--- src/rtl/dm_access_ctrl_if.sv ---
// CPU-side load/store handshake between the memory stage and dm_access_ctrl.
// The master modport is the CPU and the slave modport is the sequencer.
interface dm_access_ctrl_if;
    logic        req;
    logic        wr;
    logic [1:0]  size;
    logic        sext;
    logic [31:0] addr;
    logic [31:0] wdata;
    logic        busy;
    logic        done;
    logic        err;
    logic [31:0] rdata;

    modport master (
        output req, wr, size, sext, addr, wdata,
        input  busy, done, err, rdata
    );

    modport slave (
        input  req, wr, size, sext, addr, wdata,
        output busy, done, err, rdata
    );
endinterface

--- src/rtl/dm_access_ctrl.sv ---
// Load/store sequencer between the CPU memory stage and the word-wide data memory.
// Sub-word loads/stores (read-modify-write path) exist only with DM_ACCESS_SUBWORD_EN defined.
module dm_access_ctrl #(
    parameter int ADDR_W      = 12,
    parameter int DEPTH_BYTES = 1024
) (
    input  logic              clk,
    input  logic              rst,
    dm_access_ctrl_if.slave   cpu,
    output logic [ADDR_W-1:0] dm_addr,
    output logic [31:0]       dm_din,
    output logic              dm_we,
    input  logic [31:0]       dm_dout
);

    typedef enum logic [1:0] {
        IDLE = 2'd0,
        RD   = 2'd1,
        WR   = 2'd2,
        DONE = 2'd3
    } state_t;

    state_t            state;
    state_t            state_nxt;

    logic              accept;
    logic              accept_fault;

    logic              wr_q;
    logic [ADDR_W-1:0] addr_q;
    logic [31:0]       wdata_q;
    logic              err_q;
    logic [31:0]       rdata_q;
    logic [31:0]       store_word;
`ifdef DM_ACCESS_SUBWORD_EN
    logic [1:0]        size_q;
    logic              sext_q;
    logic [31:0]       word_q;
`else
    logic              unused_subword;
`endif

    // Any byte of the access beyond the last valid dm byte, a misaligned half/word,
    // or a size this build cannot serve turns the request into an error completion.
    function automatic logic req_fault(input logic [1:0] size, input logic [31:0] addr);
        logic        bad_size;
        logic        misalign;
        logic [1:0]  nb_m1;
        logic [32:0] last_byte;
`ifdef DM_ACCESS_SUBWORD_EN
        bad_size = (size == 2'b11);
`else
        bad_size = (size != 2'b10);
`endif
        misalign  = ((size == 2'b01) && addr[0]) || ((size == 2'b10) && (addr[1:0] != 2'b00));
        nb_m1     = (size == 2'b10) ? 2'd3 : ((size == 2'b01) ? 2'd1 : 2'd0);
        last_byte = {1'b0, addr} + {31'd0, nb_m1};
        return bad_size | misalign | (|addr[31:ADDR_W]) | (last_byte >= 33'(DEPTH_BYTES));
    endfunction

`ifdef DM_ACCESS_SUBWORD_EN
    function automatic logic [31:0] load_extend(input logic [31:0] word, input logic [1:0] size,
                                                input logic [1:0] lane, input logic sext);
        logic [7:0]  b;
        logic [15:0] h;
        logic [31:0] r;
        b = word[8*lane +: 8];
        h = lane[1] ? word[31:16] : word[15:0];
        case (size)
            2'b00:   r = sext ? {{24{b[7]}}, b} : {24'd0, b};
            2'b01:   r = sext ? {{16{h[15]}}, h} : {16'd0, h};
            default: r = word;
        endcase
        return r;
    endfunction

    function automatic logic [31:0] store_merge(input logic [31:0] word, input logic [31:0] wdata,
                                                input logic [1:0] size, input logic [1:0] lane);
        logic [31:0] r;
        r = word;
        case (size)
            2'b00: r[8*lane +: 8] = wdata[7:0];
            2'b01: begin
                if (lane[1]) r[31:16] = wdata[15:0];
                else         r[15:0]  = wdata[15:0];
            end
            default: r = wdata;
        endcase
        return r;
    endfunction
`endif

    assign accept       = (state == IDLE) && cpu.req;
    assign accept_fault = req_fault(cpu.size, cpu.addr);

`ifdef DM_ACCESS_SUBWORD_EN
    assign store_word = store_merge(word_q, wdata_q, size_q, addr_q[1:0]);
`else
    assign store_word = wdata_q;
    assign unused_subword = ^{cpu.sext, addr_q[1:0]};
`endif

    always_ff @(posedge clk) begin
        if (rst) begin
            state <= IDLE;
        end else begin
            state <= state_nxt;
        end
    end

    always_comb begin
        state_nxt = state;
        cpu.busy  = 1'b0;
        cpu.done  = 1'b0;
        cpu.err   = 1'b0;
        dm_we     = 1'b0;
        dm_din    = 32'd0;
        case (state)
            IDLE: begin
                if (cpu.req) begin
                    if (accept_fault)                   state_nxt = DONE;
                    else if (cpu.wr && cpu.size == 2'b10) state_nxt = WR;
                    else                                state_nxt = RD;
                end
            end
            RD: begin
                cpu.busy = 1'b1;
`ifdef DM_ACCESS_SUBWORD_EN
                state_nxt = wr_q ? WR : DONE;
`else
                state_nxt = DONE;
`endif
            end
            WR: begin
                cpu.busy  = 1'b1;
                dm_we     = ~rst;
                dm_din    = store_word;
                state_nxt = DONE;
            end
            DONE: begin
                cpu.busy  = 1'b1;
                cpu.done  = 1'b1;
                cpu.err   = err_q;
                state_nxt = IDLE;
            end
            default: state_nxt = IDLE;
        endcase
    end

    // Request fields are frozen at acceptance; later input changes are ignored.
    always_ff @(posedge clk) begin
        if (accept) begin
            wr_q    <= cpu.wr;
            addr_q  <= cpu.addr[ADDR_W-1:0];
            wdata_q <= cpu.wdata;
`ifdef DM_ACCESS_SUBWORD_EN
            size_q  <= cpu.size;
            sext_q  <= cpu.sext;
`endif
        end
`ifdef DM_ACCESS_SUBWORD_EN
        if (state == RD) begin
            word_q <= dm_dout;
        end
`endif
    end

    always_ff @(posedge clk) begin
        if (rst) begin
            err_q   <= 1'b0;
            rdata_q <= 32'd0;
        end else begin
            if (accept) begin
                err_q <= accept_fault;
            end
            if (state == RD && !wr_q) begin
`ifdef DM_ACCESS_SUBWORD_EN
                rdata_q <= load_extend(dm_dout, size_q, addr_q[1:0], sext_q);
`else
                rdata_q <= dm_dout;
`endif
            end
        end
    end

    assign cpu.rdata = rdata_q;
    assign dm_addr   = {addr_q[ADDR_W-1:2], 2'b00};

endmodule
--- src/flat_wrapper.sv ---
// flat-port wrapper written by rule: the top's interface ports become plain ports
module dm_access_ctrl_flat 
#(
    parameter int ADDR_W      = 12,
    parameter int DEPTH_BYTES = 1024
)
  (clk, rst, dm_addr, dm_din, dm_we, dm_dout, cpu_req, cpu_wr, cpu_size, cpu_sext, cpu_addr, cpu_wdata, cpu_busy, cpu_done, cpu_err, cpu_rdata);
  dm_access_ctrl_if cpu_i ();
  input  logic clk;
  input  logic rst;
  output logic [ADDR_W-1:0] dm_addr;
  output logic [31:0] dm_din;
  output logic dm_we;
  input  logic [31:0] dm_dout;
  input wire logic [$bits(cpu_i.req)-1:0] cpu_req;
  input wire logic [$bits(cpu_i.wr)-1:0] cpu_wr;
  input wire logic [$bits(cpu_i.size)-1:0] cpu_size;
  input wire logic [$bits(cpu_i.sext)-1:0] cpu_sext;
  input wire logic [$bits(cpu_i.addr)-1:0] cpu_addr;
  input wire logic [$bits(cpu_i.wdata)-1:0] cpu_wdata;
  output wire logic [$bits(cpu_i.busy)-1:0] cpu_busy;
  output wire logic [$bits(cpu_i.done)-1:0] cpu_done;
  output wire logic [$bits(cpu_i.err)-1:0] cpu_err;
  output wire logic [$bits(cpu_i.rdata)-1:0] cpu_rdata;
  assign cpu_i.req = cpu_req;
  assign cpu_i.wr = cpu_wr;
  assign cpu_i.size = cpu_size;
  assign cpu_i.sext = cpu_sext;
  assign cpu_i.addr = cpu_addr;
  assign cpu_i.wdata = cpu_wdata;
  assign cpu_busy = cpu_i.busy;
  assign cpu_done = cpu_i.done;
  assign cpu_err = cpu_i.err;
  assign cpu_rdata = cpu_i.rdata;
  dm_access_ctrl #(.ADDR_W(ADDR_W), .DEPTH_BYTES(DEPTH_BYTES)) u_core (.clk(clk), .rst(rst), .cpu(cpu_i), .dm_addr(dm_addr), .dm_din(dm_din), .dm_we(dm_we), .dm_dout(dm_dout));
endmodule
--- config.mk ---
export PLATFORM = sky130hd
export DESIGN_NAME = dm_access_ctrl_flat
export DESIGN_NICKNAME = d
export VERILOG_FILES = /design/src/rtl/dm_access_ctrl_if.sv /design/src/rtl/dm_access_ctrl.sv /design/src/flat_wrapper.sv
export SDC_FILE = /design/constraint.sdc
export NUM_CORES = 1
export LEC_CHECK = 0
export CAP_MARGIN = 20
export CELL_PAD_IN_SITES_DETAIL_PLACEMENT = 1
export CELL_PAD_IN_SITES_GLOBAL_PLACEMENT = 1
export CORE_MARGIN = 5
export CORE_UTILIZATION = 29
export DETAILED_ROUTE_END_ITERATION = 10
export GPL_ROUTABILITY_DRIVEN = 1
export PLACE_DENSITY_LB_ADDON = 0.1
export SKIP_LAST_GASP = 1
export SYNTH_ARGS = -nofsm -noshare
export SYNTH_HDL_FRONTEND = slang
export SYNTH_SLANG_ARGS = --single-unit
--- constraint.sdc ---
create_clock -name clk -period 4.7 [get_ports clk]
set_input_delay 1.175 -clock clk [delete_from_list [all_inputs] [get_ports clk]]
set_output_delay 1.175 -clock clk [all_outputs]
set_load 0.03 [all_outputs]
Word level (Yosys, flattened, before mapping) --
Index checks and enable logic that the tools add are counted.
Cells by class: add/subtract/negate cells 1, $lt $le $gt $ge 1, equality and inequality tests 7, mux-type cells 11, bitwise gates (word level) 4, reductions and logical operators 12
Operator list (number):
- adder 32 x 2 -> 33 bit | 1
- greater-or-equal comparator 33 x 11 -> 1 bit (second input constant) | 1
- 2-to-1 mux 32 bit | 1
- OR reduction 20 bit | 1
- 2-to-1 mux 2 bit | 4
- equality test 2 bit (second input constant) | 3
- case mux 2 bit (3 select lines) | 1
- logical AND 1 bit | 5
- 2-to-1 mux 1 bit | 5
- equality test 2 x 1 -> 1 bit (second input constant) | 2
- != test 2 bit (second input constant) | 2
- OR 1 bit | 3
- OR reduction 3 bit | 1
- logical NOT 2 bit | 1
- nonzero test 2 bit | 1
- OR reduction 2 bit | 1
- logical NOT 1 bit | 1
- logical OR 1 bit | 1
- inverter 1 bit | 1
Word-level totals: flip-flop bits (word level) 80, input port bits 103, output and inout port bits 80, logic and storage cells 42

Logic depth before layout (Yosys ltp) --
Gate-level depths: netlist (run 1).
depth in word-level cells 9, gate-level depth with buffers 10, gate-level depth less buffers 10

Worst setup path before layout (run 1) --
No wires, ideal clock.
path kind input port to flip-flop, start point input port cpu_size[0], end point register u_core.err_q, library setup time 0.190 ns, data arrival time 2.934 ns, data required time 4.510 ns, slack 1.576 ns, cell stages on the path 10, path buffers 0, path through inv_1 ha_1 inv_1 ha_1 ha_1 a21oi_1 or4_1 a32o_1 a211oi_2 a31oi_1
Between the ends: longest elaborated chain between the ends 6, elaborated cells on any way between the ends 13, those cells by class add/sub: 1; order compare: 1; eq/ne: 3; mux: 2; bitwise: 3; reduce/logical: 3
Ends and longest elaborated chain:
- from (decl) | line flat_wrapper.sv:17 | input wire logic [$bits(cpu_i.size)-1:0] cpu_size;
- equality test 2 x 1 -> 1 bit / equality test 2 bit (equally long branches) | line dm_access_ctrl.sv:55, dm_access_ctrl.sv:56
- 2-to-1 mux 1 bit / logical AND 1 bit (equally long branches) | line dm_access_ctrl.sv:56, dm_access_ctrl.sv:55
- 2-to-1 mux 2 bit / logical OR 1 bit (equally long branches) | line dm_access_ctrl.sv:56, dm_access_ctrl.sv:55
- adder 32 x 2 -> 33 bit / OR 1 bit (equally long branches) | line dm_access_ctrl.sv:57, dm_access_ctrl.sv:58
- greater-or-equal comparator 33 x 11 -> 1 bit / OR 1 bit (equally long branches) | line dm_access_ctrl.sv:58 | return bad_size | misalign | (|addr[31:ADDR_W]) | (last_byte >= 33'(DEPTH_BYTES));
- OR 1 bit (*) | line dm_access_ctrl.sv:58
- to (signal assigned) | line dm_access_ctrl.sv:174 | err_q <= accept_fault;
- to (decl) | line dm_access_ctrl.sv:32 | logic err_q;
Every way passes the cells marked *; elsewhere a longest branch is shown, timed or not. A chain may end at the register's enable or synchronous reset.

Worst setup path after layout (run 1) --
start point register u_core.state[0], end point output port dm_din[22]
Between the ends: longest elaborated chain between the ends 2
Ends and longest elaborated chain:
- from (decl) | line dm_access_ctrl.sv:23 | state_t state;
- from (signal assigned) | line dm_access_ctrl.sv:107 | state <= state_nxt;
- equality test 2 bit | line dm_access_ctrl.sv:118 | case (state)
- 2-to-1 mux 32 bit | line dm_access_ctrl.sv:118
- to (decl) | line flat_wrapper.sv:12 | output logic [31:0] dm_din;
Every way passes these cells.

==> impl_results.md, run 1 <==
- Max-slew headroom: 0.416
- FF/Latch Area: 1990 µm²
- Initial DRC count: 90
- Die X-Extent: 114 µm
- Post-CTS resize count: 0
- Fillcell total: 1,178
- Vias in the first global route: 2,899
- Final hold vios: 0
- Worst VDD drop: 178 µV
- CTS Buffer Depth: 2
- Largest net degree at the start of global routing: 46
- Effective utilization at floorplan: 0.300
- Final WL: 9.68 mm
- Post-route ant nets: 0
- # diodes: 0
- Wire length per cell: 15.8 µm
- Startpoint types: register
- Global Route Usage Sum: 0.148
- Clock Latency Late Sink: 0.35 ns
- Vias: 2,759
- Drt first pass iters: 4
- Nets: 583
- HPWL Detailed: 7.28 mm
- Worst path bufs/invs: 2
- Worst Hold Class: register to register
- P_leak: 1.83 nW
- Slowest CP cell: ha_1
- Minimum clock period: 3.66 ns
- Kind of critical path: register to output port
- Synthesized flop and latch total: 78
- DR vias/cell: 4.52
- Final cycle utilization of the critical path: 0.779
- GPL Wtd Cong: 0.793
- DRC viols: 0
- Crit path largest cell delay: 0.74 ns
- Fmax: 273 MHz
- Most common cell in the netlist: nand2_1
- Final WS setup: 1.04 ns
- Max Cap Viol: 0
- CP Cell Sequence: inv_1, ha_1, and2_1, clkdlybuf4s50_1
- Core area: 10,400 µm²
- CTS buffer count: 9
- Post-Syn Area: 3120 µm²
- Die Ht: 114 µm
- Leading area contributor after synthesis: edfxtp_1
- Crit path max-delay family: buffers and inverters
- Predominant post-synthesis flop cell: edfxtp_1
- Rows: 37
- Crit-path max FO: 33
- Htree depth: 3
- First-pass GRT wire length: 15.0 mm
- Clk slew on worst S/H paths: 0.08 ns
- Final Skew: 0.00717 ns
- Avg Synthesized Cell Area: 10.7 µm²
- Total gr overflow: 0
- Post-synth top area share: 0.413
- Slew Limit Fails: 0
- Full die area: 12,900 µm²
- Multi-input combinational cell area: 1040 µm²
- Non-filler cells, final: 611
- Layout area overhead: 67.5%
- Pre-CTS setup slack: 0.871 ns
- CP Data Required Time: 3.52 ns
- Worst Tran Pin Value: 0.875 ns
- Cells after Synth: 291
- Post-synth top cells: nand2_1 (68), edfxtp_1 (43), a21oi_1 (35), dfxtp_1 (35), and2_1 (34)
- Crit end category: output port
- Synth cell types: 30
- Ys async rst share: 0
- CTS tree: yes
- Layout cells sized above 1: 0.0505
- Hold_buf cts: 0
- RSZ-0062 raised after global routing: no
- Final setup fails: 0
- Synth area leaders: edfxtp_1 (41%), dfxtp_1 (22%), nand2_1 (8.2%)
- Setup TNS: 0 ns
- Sequential-to-total area share from yosys stat: 0.638
- I/O Pins: 183
- Clock Sinks: 78
- Power per standard cell area: 454 nW/µm²
- Synth warn: 0
- Root buffer cell: clkbuf_8
- Port buffer count: 179
- Postcts setup bufs: 0
- Post-layout util: 0.502
- Number of enable flip-flop cells after synthesis: 43
- WP data arrival: 2.49 ns
- Inst Count DP: 594
- Outcome: completed
- Initial antenna violation count: 0
-- metrics by stage --
step                      area (µm²)  hold slack (ns)  total power [mW]
after global placement          5050            0.442              1.94
final                           5230            0.457              2.38
after detailed placement        5050            0.449              1.97
after global routing            5230            0.480              2.52
after CTS                       5210            0.460              2.41
after floorplan                 3130            0.489              1.50
-- worst paths after layout --
path	from	endpoint	cells after the start	slack [ns]
worst min-delay path	u_core.cpu.rdata[2]$_SDFFE_PP0P_	u_core.cpu.rdata[2]$_SDFFE_PP0P_	2	0.46
worst min register to register	u_core.cpu.rdata[2]$_SDFFE_PP0P_	u_core.cpu.rdata[2]$_SDFFE_PP0P_	2	0.46
worst max register to register	u_core.state[0]$_SDFFE_PP0P_	u_core.addr_q[3]$_DFFE_PP_	4	3.13
worst max-delay path	u_core.state[0]$_SDFFE_PP0P_	dm_din[22]	4	1.04
-- report_power, final --
group          internal [mW]  switching, mW  leakage (nW)
Sequential             0.874         0.0449         0.687
Clock                  0.186          0.248        0.0746
Combinational          0.425          0.599          1.07
Total                   1.48          0.892          1.83
-- kinds of logic (layout without fill, tap and decap cells) --
group	after synthesis	after routing	share of synthesized area
compound gates	49	49	0.0865
xor+xnor	1	1	0.00280
fa+ha+maj	10	10	0.0401
buf+inv	24	207	0.0312
flops	78	78	0.638
other cells	1	2	0.00120
simple gates	128	128	0.200
-- flip-flops by register name, indices dropped and copies added, names as in the netlist --
signal	count
u_core.err_q	1
u_core.cpu.rdata	32
u_core.store_word	32
u_core.addr_q	10
u_core.wr_q	1
u_core.state	2
-- worst register-to-register path, delay by kind of cell, from the launching register on --
family,cells,cell delay [ns]
buf+inv,2,0.38
flops,1,0.34
simple gates,1,0.34
fa+ha+maj,1,0.19
-- final cells by class --
cell class / instances / area share
tap: 136 / 0.0325
clock buffer: 9 / 0.0237
inverter: 8 / 0.00574
timing repair buffer: 183 / 0.351
sequential: 78 / 0.381
multi-input combinational: 190 / 0.199
clock inverter: 7 / 0.00789
-- cell usage in the layout (no fill, tap or decap), types with 2 or more instances in the layout --
master | netlist | final
nor4_1 | 5 | 5
nor2_1 | 3 | 3
or3_1 | 3 | 3
nand2b_1 | 2 | 2
buf_4 | 2 | 3
nand2_1 | 68 | 68
and2_1 | 34 | 33
inv_1 | 8 | 8
conb_1 | 1 | 2
clkinv_2 | 0 | 2
clkdlybuf4s50_1 | 0 | 179
clkinvlp_4 | 0 | 3
clkbuf_8 | 0 | 9
edfxtp_1 | 43 | 43
a21oi_1 | 35 | 35
a31oi_1 | 4 | 4
o21ai_0 | 5 | 5
dfxtp_1 | 35 | 35
ha_1 | 10 | 10
nand4_1 | 4 | 4
nand3_1 | 2 | 2
-- metal layers --
| layer | global-route usage | vias to the layer above | wire (µm) |
|---|---|---|---|
| met2 | 0.256 | 109 | 4740 |
| met3 | 0.0525 | 9 | 841 |
| met5 | 0 | - | 0 |
| met1 | 0.164 | 1300 | 3960 |
| li1 | - | 1341 | - |
| met4 | 0.0673 | 0 | 139 |
Power figures use the tool's default switching activity.
==> inputs of run 2 (changes only) <==
CORE_UTILIZATION = 27   (was 29)
clock period = 3.4 ns   (was 4.7 ns; I/O delays follow)
==> run 2 against run 1 <==
  * Design area grew 2.7%
  * Final cell count is 1.6% higher
  * Combinational power is 39% higher
  * Utilization is 2.9 points lower
  * Critical path type is now input port to register
  * Highest routed layer unchanged
==> impl_results.md, run 2 (synthesized netlist as in run 1, its figures left out) <==
- Largest net degree at the start of global routing: 43
- Vias in the first global route: 2,932
- Final WL: 9.77 mm
- Final cycle utilization of the critical path: 0.912
- WP data arrival: 3.29 ns
- Full die area: 13,800 µm²
- Clock Sinks: 78
- First-pass GRT wire length: 15.1 mm
- Most common cell after layout, fill and taps aside: clkdlybuf4s50_1
- # diodes: 0
- Effective utilization at floorplan: 0.275
- Max-slew headroom: 0.629
- Post-CTS resize count: 0
- Layout area overhead: 72.2%
- RSZ-0062 raised after global routing: no
- Post-layout util: 0.473
- Crit-path max FO: 3
- Kind of critical path: input port to register
- Layout cells sized above 1: 0.0565
- GPL Wtd Cong: 0.720
- Initial DRC count: 85
- Port buffer count: 179
- Outcome: completed
- Initial antenna violation count: 0
- I/O Pins: 183
- Rows: 39
- Final Skew: 0.00976 ns
- CP Data Required Time: 3.59 ns
- Clock Latency Late Sink: 0.33 ns
- Placed Area: 5080 µm²
- Max Cap Viol: 0
- CTS Buffer Depth: 2
- Drt first pass iters: 4
- Non-filler cells, final: 621
- Crit end category: register
- Htree depth: 3
- Final Cell Area: 5380 µm²
- Final hold vios: 0
- Vias: 2,758
- Worst Tran Pin Value: 0.557 ns
- Die X-Extent: 118 µm
- Worst Hold Class: register to register
- Slew Limit Fails: 0
- Fmax: 323 MHz
- Wire length per cell: 15.7 µm
- Postcts setup bufs: 0
- Global Route Usage Sum: 0.135
- Minimum clock period: 3.10 ns
- DR vias/cell: 4.44
- Worst VDD drop: 290 µV
- Nets: 586
- Inst Count DP: 605
- DRC viols: 0
- Final setup fails: 0
- Total gr overflow: 0
- Root buffer cell: clkbuf_16
- CTS tree: yes
- Power per standard cell area: 674 nW/µm²
- CTS buffer count: 9
- Tot Pwr: 3.62 mW
- Commonest non-fill, non-tap cells in the layout: clkdlybuf4s50_1 (178), nand2_1 (68), edfxtp_1 (43), a21oi_1 (35), dfxtp_1 (35)
- Core area: 11,400 µm²
- Post-route ant nets: 0
- Clk slew on worst S/H paths: 0.06 ns
- Startpoint types: input port
- HPWL Detailed: 7.47 mm
- Hold_buf cts: 0
- Die Ht: 118 µm
- Hold Slack: 0.454 ns
- P_leak: 1.90 nW
-- run 2: cell types whose count changed in the layout (fill, tap and decap cells not counted), moves of 2 or more --
cell        change
clkbuf_8        -9
clkinvlp_4      -2
clkbuf_16       +9
buf_4           +5
clkinv_4        +2
clkinv_2        -2
clkbuf_1        +2
-- run 2: worst paths after layout --
| path | slack, ns | from | depth (start not counted) | to |
|---|---|---|---|---|
| worst min register to register | 0.45 | u_core.cpu.rdata[30]$_SDFFE_PP0P_ | 2 | u_core.cpu.rdata[30]$_SDFFE_PP0P_ |
| worst min-delay path | 0.45 | u_core.cpu.rdata[30]$_SDFFE_PP0P_ | 2 | u_core.cpu.rdata[30]$_SDFFE_PP0P_ |
| worst max-delay path | 0.30 | cpu_size[0] | 11 | u_core.state[1]$_SDFFE_PP0P_ |
| worst max register to register | 1.68 | u_core.state[0]$_SDFFE_PP0P_ | 4 | u_core.store_word[29]$_DFFE_PP_ |
-- run 2: report_power, final --
group,leakage [nW],total [mW],internal (mW),switching (mW)
logic,1.08,1.42,0.581,0.835
registers,0.687,1.27,1.21,0.0620
clock network,0.136,0.932,0.569,0.362
-- run 2: layout make-up --
class / count / area [µm²]
clock buffers: 11 / 233
fillers: 1268 / 5990
clock inverters: 5 / 60.1
well taps: 143 / 179
inverters: 8 / 30.0
flip-flops and latches: 78 / 1990
repair buffers: 186 / 1840
multi-input cells: 190 / 1040
-- run 2: layer usage --
metal  global-route usage  up-vias  routed length, µm
met5                    0        -                  0
met4               0.0430        0                 74
met3               0.0457        4                655
met2                0.243      101               4990
met1                0.151     1300               4040
li1                     -     1353                  -
-- run 2: critical path, stage by stage --
cell             delay [ns]
clkdlybuf4s50_1        0.48
inv_1                  0.07
ha_1                   0.29
inv_1                  0.06
ha_1                   0.16
ha_1                   0.14
a21oi_1                0.05
or4_1                  0.56
a32o_1                 0.25
a211oi_2               0.24
a31oi_1                0.13
-- run 2: through the flow --
stage	setup slack, ns	setup TNS, ns
final	0.301	0
after floorplan	0.601	0
after CTS	0.283	0
after detailed placement	-0.0567	-0.121
after global routing	0.164	0
after global placement	0.0877	0
==> inputs of run 3 (changes only) <==
CORE_ASPECT_RATIO = 0.7   (was default)
==> run 3 against run 2 <==
  * Fmax rose by 0.66%
  * Design area up 1.9%
  * Critical path depth decreased by 1
  * Utilization increased by 1.8 points
  * Die area grew 0.24%
  * Sequential power barely moved
  * Critical path type unchanged
  * Highest routed layer unchanged
  * Via count grew 0.15%
  * First-iteration DRC count fell by 13%
  * Sequential share of layout area shrank 0.69 points
  * Register-to-register slack improved by 0.02 ns
  * Combinational power about the same
==> impl_results.md, run 3 (synthesized netlist as in run 1, its figures left out) <==
- Outcome: completed
- Vias in the first global route: 2,979
- Final hold vios: 0
- Tot Pwr: 3.88 mW
- Post-CTS resize count: 0
- Layout area overhead: 75.4%
- Final setup fails: 0
- Die Ht: 100 µm
- Hold_buf cts: 0
- GPL Wtd Cong: 0.737
- Total gr overflow: 0
- P_leak: 1.95 nW
- Worst Tran Pin Value: 0.536 ns
- Effective utilization at floorplan: 0.280
- Clock Sinks: 78
- Max-slew headroom: 0.643
- Worst Hold Class: register to register
- Max Cap Viol: 0
- Comb power frac: 0.366
- Root buffer cell: clkbuf_16
- Power per standard cell area: 708 nW/µm²
- Initial antenna violation count: 0
- Largest net degree at the start of global routing: 35
- Part of the power in registers: 0.328
- RSZ-0062 raised after global routing: no
- Kind of critical path: input port to register
- # diodes: 0
- Layout cells sized above 1: 0.0566
- Crit end category: register
- Nets: 585
- Post-layout util: 0.490
- I/O Pins: 183
- Most common cell after layout, fill and taps aside: clkdlybuf4s50_1
- Cell Int Power: 2.61 mW
- Switching pwr: 1.27 mW
- Vias: 2,762
- First-pass GRT wire length: 15.8 mm
- HPWL Detailed: 7.45 mm
- Core area: 11,200 µm²
- Wire length per cell: 15.5 µm
- Clk slew on worst S/H paths: 0.06 ns
- Die X-Extent: 139 µm
- Clock Latency Late Sink: 0.33 ns
- Commonest non-fill, non-tap cells in the layout: clkdlybuf4s50_1 (178), nand2_1 (68), edfxtp_1 (43), a21oi_1 (35), dfxtp_1 (35)
- Initial DRC count: 74
- Global Route Usage Sum: 0.144
- CP Data Required Time: 3.59 ns
- DRC viols: 0
- CTS Buffer Depth: 2
- Sw Ratio: 0.328
- Final WL: 9.76 mm
- Htree depth: 3
- DR vias/cell: 4.38
- Final WS setup: 0.321 ns
- Final cycle utilization of the critical path: 0.906
- Postcts setup bufs: 0
- Full die area: 13,900 µm²
- Clk network pwr share: 0.306
- Post-route ant nets: 0
- Final Cell Area: 5480 µm²
- Final Skew: 0.00522 ns
- Startpoint types: input port
- Port buffer count: 179
- Crit-path max FO: 3
- Minimum clock period: 3.08 ns
- Drt first pass iters: 4
- Placed Area: 5100 µm²
- WP data arrival: 3.27 ns
- Rows: 32
- CTS buffer count: 9
- Pre-CTS setup slack: -0.0339 ns
- Slew Limit Fails: 0
- CTS tree: yes
- Worst VDD drop: 286 µV
- Fmax: 325 MHz
-- run 3: changes by cell type in the layout (fill, tap and decap cells not counted), sizes merged --
| cell | previous run | this run |
|---|---|---|
| bufinv | 1 | 3 |
| clkinvlp | 2 | 0 |
| buf | 8 | 7 |
| clkbuf | 11 | 12 |
| clkinv | 2 | 1 |
-- run 3: worst paths after layout --
check / slack (ns) / from / endpoint / depth (start not counted)
setup / recovery: 0.32 / cpu_size[0] / u_core.err_q$_SDFFE_PP0P_ / 10
hold / removal: 0.45 / u_core.cpu.rdata[30]$_SDFFE_PP0P_ / u_core.cpu.rdata[30]$_SDFFE_PP0P_ / 2
setup reg to reg: 1.70 / u_core.state[1]$_SDFFE_PP0P_ / u_core.store_word[19]$_DFFE_PP_ / 4
hold reg to reg: 0.45 / u_core.cpu.rdata[30]$_SDFFE_PP0P_ / u_core.cpu.rdata[30]$_SDFFE_PP0P_ / 2
-- run 3: metal layers --
layer | vias up | part of all wire | routed length [µm] | GRT usage
li1 | 1349 | - | - | -
met1 | 1288 | 0.41 | 4040 | 0.166
met2 | 113 | 0.47 | 4590 | 0.241
met3 | 12 | 0.10 | 978 | 0.0648
met4 | 0 | 0.016 | 156 | 0.0471
met5 | - | 0 | 0 | 0
-- run 3: layout make-up --
class	count	area [µm²]
Clock inverter	4	98.8
Clock buffer	12	279
Inverter	8	30.0
Tap cell	153	191
Multi-Input combinational cell	190	1040
Sequential cell	78	1990
Timing Repair Buffer	185	1850
Fill cell	1193	5690
-- run 3: worst max-delay path: stages --
cell             delay, ns
clkdlybuf4s50_1       0.49
inv_1                 0.07
ha_1                  0.21
xor2_1                0.25
ha_1                  0.19
a21oi_1               0.05
or4_1                 0.54
a32o_1                0.25
a211oi_2              0.24
a31oi_1               0.12
-- run 3: power by group through the flow --
stage               clock, mW  combinational (mW)  sequential [mW]
detailed placement          0                1.44             1.30
CTS                      1.22                1.45             1.28
global placement            0                1.43             1.29
floorplan                   0               0.618             1.45
finish                   1.19                1.42             1.27
global route             1.27                1.53             1.29
-- run 3: per-stage QoR --
step                std cells  hold slack, ns  TNS (ns)
floorplan                 292           0.489         0
global placement          614           0.442         0
detailed placement        614           0.448   -0.0339
CTS                       630           0.457         0
global route              630           0.484         0
finish                    630           0.453         0
==> edit, RTL diff (config.mk and constraints of run 2) <==
The 4 states of `state_t` get a Gray code encoding in 2 bits.
--- a/src/rtl/dm_access_ctrl.sv
+++ b/src/rtl/dm_access_ctrl.sv
@@ -14,10 +14,10 @@
 );
 
     typedef enum logic [1:0] {
-        IDLE = 2'd0,
-        RD   = 2'd1,
-        WR   = 2'd2,
-        DONE = 2'd3
+        IDLE = 2'b00,
+        RD   = 2'b01,
+        WR   = 2'b11,
+        DONE = 2'b10
     } state_t;
 
     state_t            state;
Function: same outputs for any inputs over 10 cycles, from zero or initial values and one cycle with rst high; not proved beyond that.
==> edit against run 2 <==
- sequential share of layout area is 0.58 points higher
- sequential cell count stayed put
- routed wire length is 0.20% lower
- area after synthesis is 2.6% lower
- setup slack better by 0.11 ns
- cell area is 1.5% lower
- hold slack worse by 0.0037 ns
- utilization is 1.1 points higher
- die area is 2.4% lower
Power is not compared: it rests on default switching activity, and its combinational part moved more than twofold at a synthesized area within 25%.
==> edit: results (changes against run 2) <==
Run status
  • Status: finished clean

Placement
  • Placed cell area: 0.004987 mm^2 (-1.9%)
  • Port Buf Inserts: 179 (unchanged)
  • DP HPWL: 7207 um (-3.6%)
  • Routability cong.: 0.7004 (-2.7%)

Route
  • Wire per inst: 16.27 um (+3.5%)
  • Met3 routed WL: 921 um (+41%)
  • DR iter-0 viols: 159 (+87%)
  • Max layer used: met4
  • Met1 Wirelength: 3991 um (-1.3%)
  • Met2 WL: 4758 um (-4.7%)
  • Via Count: 2698 (-2.2%)

Global route
  • Met3 Usage GRT: 5.596% (+1.0 points)
  • Gr usage total: 14.28% (+0.74 points)
  • GR Layer Usage met1: 16.67% (+1.6 points)
  • Vias in the first global route: 2915 (-0.58%)
  • Largest net degree at the start of global routing: 37 (-14%)
  • Met2 usage: 24.40% (+0.14 points)
  • First-pass GRT wire length: 14950 um (-0.96%)

Logic synthesis
  • Post-synthesis sequential area ratio: 65.49% (+1.7 points)
  • Distinct cells, synth: 32 (+6.7%)
  • Synth cell count leaders: 66 x nand2_1, 43 x edfxtp_1, 35 x a21oi_1, 35 x dfxtp_1, 32 x and3_1
  • Post-synthesis compound-gate area fraction: 8.309% (-0.34 points)
  • Async set or reset register ratio after synthesis: 0% (unchanged)
  • Largest cells by area after synthesis: edfxtp_1 42%, dfxtp_1 23%, nand2_1 8.1%
  • Post-synth EDFFs: 43 (unchanged)
  • Yosys warns: 0 (unchanged)
  • Synth Area in Adders: 2.057% (-1.9 points)
  • Main flop type after synthesis: edfxtp_1
  • Xor and xnor area share after synthesis: 0.5759% (+0.30 points)

Power
  • Clk. pwr: around 990 uW
  • Maximum VDD drop: 211.1 uV
  • Comb pwr: 214 uW
  • Lkg Pwr: between 1.5 and 2 nW

Setup path
  • Worst-path fanout max: 2 (-1)
  • Arrival time worst endpoint: 2.14 ns (-1.15 ns)

Final layout
  • Layout cells sized above 1: 5.229% (-0.42 points)
  • Final-stage net count: 562 (-4.1%)
  • # fillers: 1206 (-4.9%)

STA
  • Max-Slew Margin vs Limit: 62.04% (-0.86 points)
  • Clock skew: 0.002791 ns (-0.006972 ns)

CTS
  • H-tree levels: 3 (unchanged)
  • CTS root buffer: clkbuf_16
  • Clock buffer depth: 2 (unchanged)
  • Post-CTS sizing: 0 (unchanged)
  • Clk slew on worst S/H paths: 0.05 ns
  • CTS buffer count: 9 (unchanged)
==> edit: changes by cell type in the layout (fill, tap and decap cells not counted), sizes merged, moves of 2 or more <==
cell	change
and2	-32
and3	+32
ha	-5
inv	-4
o21ai	-4
nand2	-3
or3	-3
a31oi	-2
and4b	+2
buf	-2
clkinvlp	-2
nand3	-2
nor2	+2
==> edit: worst paths after layout <==
kind / slack (ns) / endpoint / start / cells after the start
max reg2reg: 1.56 / u_core.store_word[27]$_DFFE_PP_ / u_core.state[1]$_SDFFE_PP0P_ / 4
max: 0.41 / dm_we / rst / 3
min: 0.45 / u_core.cpu.rdata[8]$_SDFFE_PP0P_ / u_core.cpu.rdata[8]$_SDFFE_PP0P_ / 2
min reg2reg: 0.45 / u_core.cpu.rdata[8]$_SDFFE_PP0P_ / u_core.cpu.rdata[8]$_SDFFE_PP0P_ / 2
==> edit: cell type report <==
type | instances | area, um^2 | area share [%]
repair buffers | 185 | 1849 | 34.93
flip-flops and latches | 78 | 1992 | 37.63
multi-input cells | 176 | 955.9 | 18.06
well taps | 140 | 175.2 | 3.309
inverters | 4 | 15.01 | 0.2836
clock inverters | 5 | 73.82 | 1.394
clock buffers | 11 | 232.7 | 4.396
==> edit: per-stage QoR <==
step	power (mW)	hold WS, ns	worst slack, ns	util, %	std cells
after CTS	2.281	0.4539	0.4063	48.41	599
after global routing	2.326	0.4674	0.3539	48.41	599
after global placement	1.270	0.4417	0.3305	45.61	583
after detailed placement	1.275	0.4477	0.2883	45.61	583
final	2.248	0.4503	0.4119	48.41	599
after floorplan	1.119	0.4718	0.7722	-	279
==> edit: critical path, stage by stage <==
cell and delay [ns]:
clkdlybuf4s50_1 0.42, nor2_1 0.14, clkdlybuf4s50_1 0.73
